<file path="config.mk">
export PLATFORM = sky130hd
export DESIGN_NAME = bus_arbiter_flat
export DESIGN_NICKNAME = d
export VERILOG_FILES = /design/src/rtl/bus_arb_pkg.sv /design/src/rtl/bus_arbiter_if.sv /design/src/rtl/bus_arbiter_rr_pick.sv /design/src/rtl/bus_arbiter.sv /design/src/flat_wrapper.sv
export SDC_FILE = /design/constraint.sdc
export NUM_CORES = 1
export LEC_CHECK = 0
export BUFFER_PORTS_ARGS = -buffer_cell sky130_fd_sc_hd__buf_2
export CORE_MARGIN = 8
export CORE_UTILIZATION = 38
export DETAILED_ROUTE_END_ITERATION = 10
export PLACE_DENSITY = 0.77
export SLEW_MARGIN = 0
export SYNTH_ARGS = -nofsm -noshare
export SYNTH_HDL_FRONTEND = slang
export SYNTH_SLANG_ARGS = --single-unit
export TNS_END_PERCENT = 30
</file>
<file path="constraint.sdc">
create_clock -name clk -period 2.3 [get_ports clk]
set_input_delay 0.345 -clock clk [delete_from_list [all_inputs] [get_ports clk]]
set_output_delay 0.345 -clock clk [all_outputs]
set_load 0.02 [all_outputs]
</file>
<file path="src/rtl/bus_arb_pkg.sv">
// Shared types and sizing helpers for the round-robin bus arbiter.
package bus_arb_pkg;

  typedef enum logic {
    IDLE = 1'b0,
    BUSY = 1'b1
  } arb_state_e;

  localparam int unsigned DEF_N_REQ   = 4;
  localparam int unsigned DEF_WIDTH   = 16;
  localparam int unsigned DEF_TIMEOUT = 15;

  // Width of an index into n requesters (at least one bit).
  function automatic int unsigned sel_w(input int unsigned n);
    return (n <= 2) ? 1 : $clog2(n);
  endfunction

endpackage

</file>
<file path="src/rtl/bus_arbiter_if.sv">
// Requester/sink handshake bundle shared by the arbiter and its environment.
interface bus_arbiter_if
  import bus_arb_pkg::*;
#(
  parameter int unsigned N_REQ = DEF_N_REQ,
  parameter int unsigned WIDTH = DEF_WIDTH
) ();

  localparam int unsigned SEL_W = sel_w(N_REQ);

  logic [N_REQ-1:0]       req_valid;
  logic [N_REQ-1:0]       req_last;
  logic [N_REQ*WIDTH-1:0] req_data;
  logic [N_REQ-1:0]       req_ready;
  logic [N_REQ-1:0]       grant;
  logic [SEL_W-1:0]       sel;
  logic                   out_valid;
  logic [WIDTH-1:0]       out_data;
  logic                   out_ready;
  logic                   timeout;

  // Arbiter side: owns grant, select and the forwarded handshake.
  modport master (
    input  req_valid, req_last, req_data, out_ready,
    output req_ready, grant, sel, out_valid, out_data, timeout
  );

  // Environment side: requesters and the shared sink.
  modport slave (
    output req_valid, req_last, req_data, out_ready,
    input  req_ready, grant, sel, out_valid, out_data, timeout
  );

endinterface

</file>
<file path="src/rtl/bus_arbiter_rr_pick.sv">
// Combinational round-robin picker: first request found after ptr, wrapping.
module rr_pick
  import bus_arb_pkg::*;
#(
  parameter int unsigned N_REQ = DEF_N_REQ,
  localparam int unsigned SEL_W = sel_w(N_REQ)
) (
  input  logic [N_REQ-1:0] req,
  input  logic [SEL_W-1:0] ptr,
  output logic [N_REQ-1:0] onehot,
  output logic [SEL_W-1:0] idx,
  output logic             any
);

  logic             found;
  logic [SEL_W-1:0] cand;

  // Scan ptr+1 .. ptr+N_REQ so ptr itself is considered last.
  always_comb begin
    onehot = '0;
    idx    = '0;
    found  = 1'b0;
    cand   = '0;
    any    = |req;
    for (int unsigned k = 1; k <= N_REQ; k++) begin
      cand = SEL_W'((32'(ptr) + k) % N_REQ);
      if (!found && req[cand]) begin
        found        = 1'b1;
        onehot[cand] = 1'b1;
        idx          = cand;
      end
    end
  end

endmodule

</file>
<file path="src/rtl/bus_arbiter.sv">
// Round-robin arbiter with burst locking over a shared valid/ready sink.
// Optional stall timeout is built when BUS_ARB_TIMEOUT_EN is defined.
module bus_arbiter
  import bus_arb_pkg::*;
#(
  parameter int unsigned N_REQ   = DEF_N_REQ,
  parameter int unsigned WIDTH   = DEF_WIDTH,
  parameter int unsigned TIMEOUT = DEF_TIMEOUT
) (
  input logic          clk,
  input logic          rst_n,
  bus_arbiter_if.master bus
);

  localparam int unsigned SEL_W = sel_w(N_REQ);

  if (N_REQ < 2 || N_REQ > 8 || TIMEOUT < 1) begin : g_cfg_check
    $error("bus_arbiter: N_REQ must be 2..8 and TIMEOUT at least 1");
  end

  arb_state_e       state_q, state_d;
  logic [N_REQ-1:0] grant_q, grant_d;
  logic [SEL_W-1:0] sel_q, sel_d;
  logic [SEL_W-1:0] ptr_q, ptr_d;
  logic             xfer, force_rel, rel;
  logic [N_REQ-1:0] pick_req, win_oh;
  logic [SEL_W-1:0] pick_ptr, win_idx;
  logic             win_any;

`ifdef BUS_ARB_TIMEOUT_EN
  localparam int unsigned CNT_W = $clog2(TIMEOUT + 1);
  logic [CNT_W-1:0] stall_q, stall_d;
  logic             timeout_q, timeout_d;
`endif

  // Forward the owner's handshake and data; nothing passes while idle.
  always_comb begin
    bus.out_valid = (state_q == BUSY) && bus.req_valid[sel_q];
    bus.out_data  = bus.req_data[32'(sel_q)*WIDTH +: WIDTH];
    bus.req_ready = '0;
    if (state_q == BUSY) bus.req_ready[sel_q] = bus.out_ready;
    xfer = bus.out_valid && bus.out_ready;
`ifdef BUS_ARB_TIMEOUT_EN
    force_rel = (state_q == BUSY) && !bus.out_valid && (stall_q == CNT_W'(TIMEOUT - 1));
`else
    force_rel = 1'b0;
`endif
    rel = (state_q == BUSY) && ((xfer && bus.req_last[sel_q]) || force_rel);
  end

  // At release the search restarts after the owner, which is excluded.
  always_comb begin
    pick_req = bus.req_valid;
    pick_ptr = ptr_q;
    if (state_q == BUSY) begin
      pick_req[sel_q] = 1'b0;
      pick_ptr        = sel_q;
    end
  end

  rr_pick #(.N_REQ(N_REQ)) u_pick (
    .req    (pick_req),
    .ptr    (pick_ptr),
    .onehot (win_oh),
    .idx    (win_idx),
    .any    (win_any)
  );

  // Next-state: grant on idle request, hand over or drop the bus at release.
  always_comb begin
    state_d = state_q;
    grant_d = grant_q;
    sel_d   = sel_q;
    ptr_d   = ptr_q;
`ifdef BUS_ARB_TIMEOUT_EN
    stall_d   = '0;
    timeout_d = 1'b0;
`endif
    case (state_q)
      IDLE: begin
        if (win_any) begin
          state_d = BUSY;
          grant_d = win_oh;
          sel_d   = win_idx;
        end
      end
      BUSY: begin
`ifdef BUS_ARB_TIMEOUT_EN
        stall_d = stall_q;
        if (xfer || rel) stall_d = '0;
        else if (!bus.out_valid) stall_d = stall_q + CNT_W'(1);
        timeout_d = force_rel;
`endif
        if (rel) begin
          ptr_d = sel_q;
          if (win_any) begin
            grant_d = win_oh;
            sel_d   = win_idx;
          end else begin
            state_d = IDLE;
            grant_d = '0;
          end
        end
      end
      default: state_d = IDLE;
    endcase
  end

  // State and grant registers.
  always_ff @(posedge clk or negedge rst_n) begin
    if (!rst_n) begin
      state_q <= IDLE;
      grant_q <= '0;
      sel_q   <= '0;
      ptr_q   <= SEL_W'(N_REQ - 1);
`ifdef BUS_ARB_TIMEOUT_EN
      stall_q   <= '0;
      timeout_q <= 1'b0;
`endif
    end else begin
      state_q <= state_d;
      grant_q <= grant_d;
      sel_q   <= sel_d;
      ptr_q   <= ptr_d;
`ifdef BUS_ARB_TIMEOUT_EN
      stall_q   <= stall_d;
      timeout_q <= timeout_d;
`endif
    end
  end

  assign bus.grant = grant_q;
  assign bus.sel   = sel_q;
`ifdef BUS_ARB_TIMEOUT_EN
  assign bus.timeout = timeout_q;
`else
  assign bus.timeout = 1'b0;
`endif

endmodule

</file>
<file path="src/flat_wrapper.sv">
// flat-port wrapper written by rule: the top's interface ports become plain ports
module bus_arbiter_flat import bus_arb_pkg::*;
#(
  parameter int unsigned N_REQ   = DEF_N_REQ,
  parameter int unsigned WIDTH   = DEF_WIDTH,
  parameter int unsigned TIMEOUT = DEF_TIMEOUT
)
  (clk, rst_n, bus_req_valid, bus_req_last, bus_req_data, bus_out_ready, bus_req_ready, bus_grant, bus_sel, bus_out_valid, bus_out_data, bus_timeout);
  bus_arbiter_if #(.N_REQ(N_REQ), .WIDTH(WIDTH)) bus_i ();
  input logic clk;
  input logic rst_n;
  input wire logic [$bits(bus_i.req_valid)-1:0] bus_req_valid;
  input wire logic [$bits(bus_i.req_last)-1:0] bus_req_last;
  input wire logic [$bits(bus_i.req_data)-1:0] bus_req_data;
  input wire logic [$bits(bus_i.out_ready)-1:0] bus_out_ready;
  output wire logic [$bits(bus_i.req_ready)-1:0] bus_req_ready;
  output wire logic [$bits(bus_i.grant)-1:0] bus_grant;
  output wire logic [$bits(bus_i.sel)-1:0] bus_sel;
  output wire logic [$bits(bus_i.out_valid)-1:0] bus_out_valid;
  output wire logic [$bits(bus_i.out_data)-1:0] bus_out_data;
  output wire logic [$bits(bus_i.timeout)-1:0] bus_timeout;
  assign bus_i.req_valid = bus_req_valid;
  assign bus_i.req_last = bus_req_last;
  assign bus_i.req_data = bus_req_data;
  assign bus_i.out_ready = bus_out_ready;
  assign bus_req_ready = bus_i.req_ready;
  assign bus_grant = bus_i.grant;
  assign bus_sel = bus_i.sel;
  assign bus_out_valid = bus_i.out_valid;
  assign bus_out_data = bus_i.out_data;
  assign bus_timeout = bus_i.timeout;
  bus_arbiter #(.N_REQ(N_REQ), .WIDTH(WIDTH), .TIMEOUT(TIMEOUT)) u_core (.clk(clk), .rst_n(rst_n), .bus(bus_i));
endmodule
</file>
==> reports/qor.yml <==
finalInstanceArea_um2: 2170
clk_latency_ps: 230
antenna_left: 0
gp_congestion: 0.903
finalClockSkew_ps: 3.58
initial_core_util: 0.385
placed_cells: 293
cts_sinks: 9
power_leakage_nw: 1.04
synthesis.instances: 144
synth_cell_types: 45
fin_crit_ps: 2220
drc: 0
cp-start-kind: "flop"
globalRouteOverflowTotal: 0
synth_edf_count: 0
layout-drive-gt1-share: 0.633
synth_nets: 226
final_nets: 331
worst_slack_ps: 76.6
routed_via_density: 5.58
drt_pass1_iterations: 4
crit_path_end_kind: "flop"
postCtsSetupRepairBufs: 0
avgRoutedWirePerCell_um: 17.1
max_cap_viol_count: 0
hold_ws_ps: 448
ys_top_cells_by_area: "mux4_2 30%, dfrtp_1 12%, ha_1 5.8%, a22o_1 5.2%, dfstp_2 3.5%"
root_buffer: "clkbuf_8"
vias: 1664
antenna_found_initial: 0
p_per_area_nw_per_um2: 1250
diodes: 0
max_freq_mhz: 450
crit_required_ps: 2400
fin_crit_sh: 0.967
hold_path_depth: 3
drt_wl_total_mm: 5.11
async_reset_ff_frac: 1.00
crit_fanout: 5
hold_class: "input pin to flop"
h-tree-depth: 1
layout_commonest_cell: "buf_2"
arrival_ps: 2330
cts_buffer_depth: 2
die_area_um2: 6240
synthesis.area_um2: 1510
syn_to_final_growth_pct: 43.7
clkTransAtPathRegs_ps: 50
status: "completed"
fillers: 361
pre_cts_ws_ps: 37.0
final_cells: 298
synth_flop_cell: "dfrtp_1"
setup_viol: 0
p_total_mw: 2.71
path_class: "flop to flop"
grtUsageTotal: 0.156
reg2reg_depth: 5
hold_violations: 0
avgSynthCellArea_um2: 10.5
die_h_um: 79.0
final_cell_mix: "101 x buf_2, 20 x mux4_2, 11 x nand2_1, 10 x buf_4, 9 x a22o_1"
cts_tree: "yes"
grt_max_degree: 17
rsz0062_at_grt: "no"
fp.dieW_um: 79.0
portBuffers: 101
setup_tns_ps: 0
placedInstanceArea_um2: 2110
yosysTopAreaCellShare: 0.299
yosys.area.top_type: "mux4_2"
cts_buffers: 3
grt_pass1_wl_mm: 8.23
dp_hpwl_mm: 4.33
slew_violations: 0
first_global_vias: 1711
yosysSeqAreaShare: 0.151
pin_count: 103
synth_warnings: 0
ys_ff_latch: 9
coreArea_um2: 3910
rows: 23
ir_worst_vdd_mv: 0.437
drtIter0Drc: 78
final_core_util: 0.554
worst max-delay path, cell delays in order, from the launching register on:
cell,delay [ps]
dfstp_2,600
a21oi_4,80
ha_4,290
mux4_2,570
a22o_1,260
a221o_1,290
report_power, final:
group	total, mW	switching [mW]	internal [mW]
sequential	0.313	0.0690	0.244
combinational	2.22	1.20	1.02
clock	0.179	0.0585	0.120
metal layers:
| metal | track usage | part of all wire |
|---|---|---|
| met2 | 0.276 | 0.47 |
| met4 | 0.0315 | 0.016 |
| met3 | 0.0395 | 0.10 |
| met5 | 0 | 0 |
| met1 | 0.186 | 0.41 |
cell usage after synthesis (2+ instances only):
library cell and n:
nand2_1 11, nor2_2 2, mux2i_1 3, o21ai_0 2, inv_2 3, mux4_2 20
mux2_2 4, ha_1 7, nor2b_1 7, inv_1 4, buf_1 2, nor3_1 5
nand2b_1 2, buf_2 6, dfrtp_1 7, a22o_1 9, a211o_1 2, o22ai_1 3
a21oi_1 4, a31oi_1 2, buf_4 3, nor2_1 7, a22oi_1 2, dfstp_2 2
o21a_1 2, a221o_1 4
sequential cells by signal (all words and copies together) (netlist names):
signal / cells
u_core.ptr_q: 2
u_core.state_q: 1
u_core.bus.grant: 4
u_core.bus.sel: 2
cell type report:
cell class | count | area [um2] | share of cell area
Multi-Input combinational cell | 116 | 1210 | 0.559
Timing Repair Buffer | 112 | 591 | 0.273
Sequential cell | 9 | 230 | 0.106
Clock buffer | 4 | 45.0 | 0.0208
Inverter | 7 | 26.3 | 0.0121
Tap cell | 50 | 62.6 | 0.0289
repair_timing:
action                     in CTS  in global routing
hold buffers                    1                  0
resized for setup               0                  2
hold endpoints to repair        7                  0
setup endpoints to repair       0                  5
path summary, 6_finish.rpt:
| check | end | startpoint | slack [ps] |
|---|---|---|---|
| setup / recovery | u_core.bus.grant[0]$_DFFE_PN0P_ | u_core.ptr_q[1]$_DFFE_PN1P_ | 80 |
| min in group asynchronous | u_core.bus.sel[1]$_DFFE_PN0P_ | rst_n | 500 |
| hold reg to reg | u_core.ptr_q[1]$_DFFE_PN1P_ | u_core.ptr_q[1]$_DFFE_PN1P_ | 590 |
| setup reg to reg | u_core.bus.grant[0]$_DFFE_PN0P_ | u_core.ptr_q[1]$_DFFE_PN1P_ | 80 |
| hold / removal | u_core.ptr_q[0]$_DFFE_PN1P_ | bus_out_ready | 450 |
| max in group asynchronous | u_core.ptr_q[0]$_DFFE_PN1P_ | rst_n | 1560 |
cells by family (layout without fill, tap and decap cells):
kind of cell | Yosys count | in the layout | share of synthesized area
fa+ha+maj | 7 | 7 | 0.0581
other cells | 1 | 1 | 0.00249
compound gates | 38 | 38 | 0.210
buf+inv | 19 | 123 | 0.0647
simple gates | 41 | 41 | 0.143
mux | 29 | 29 | 0.371
flops | 9 | 9 | 0.151
(Power assumes the default switching activity.)
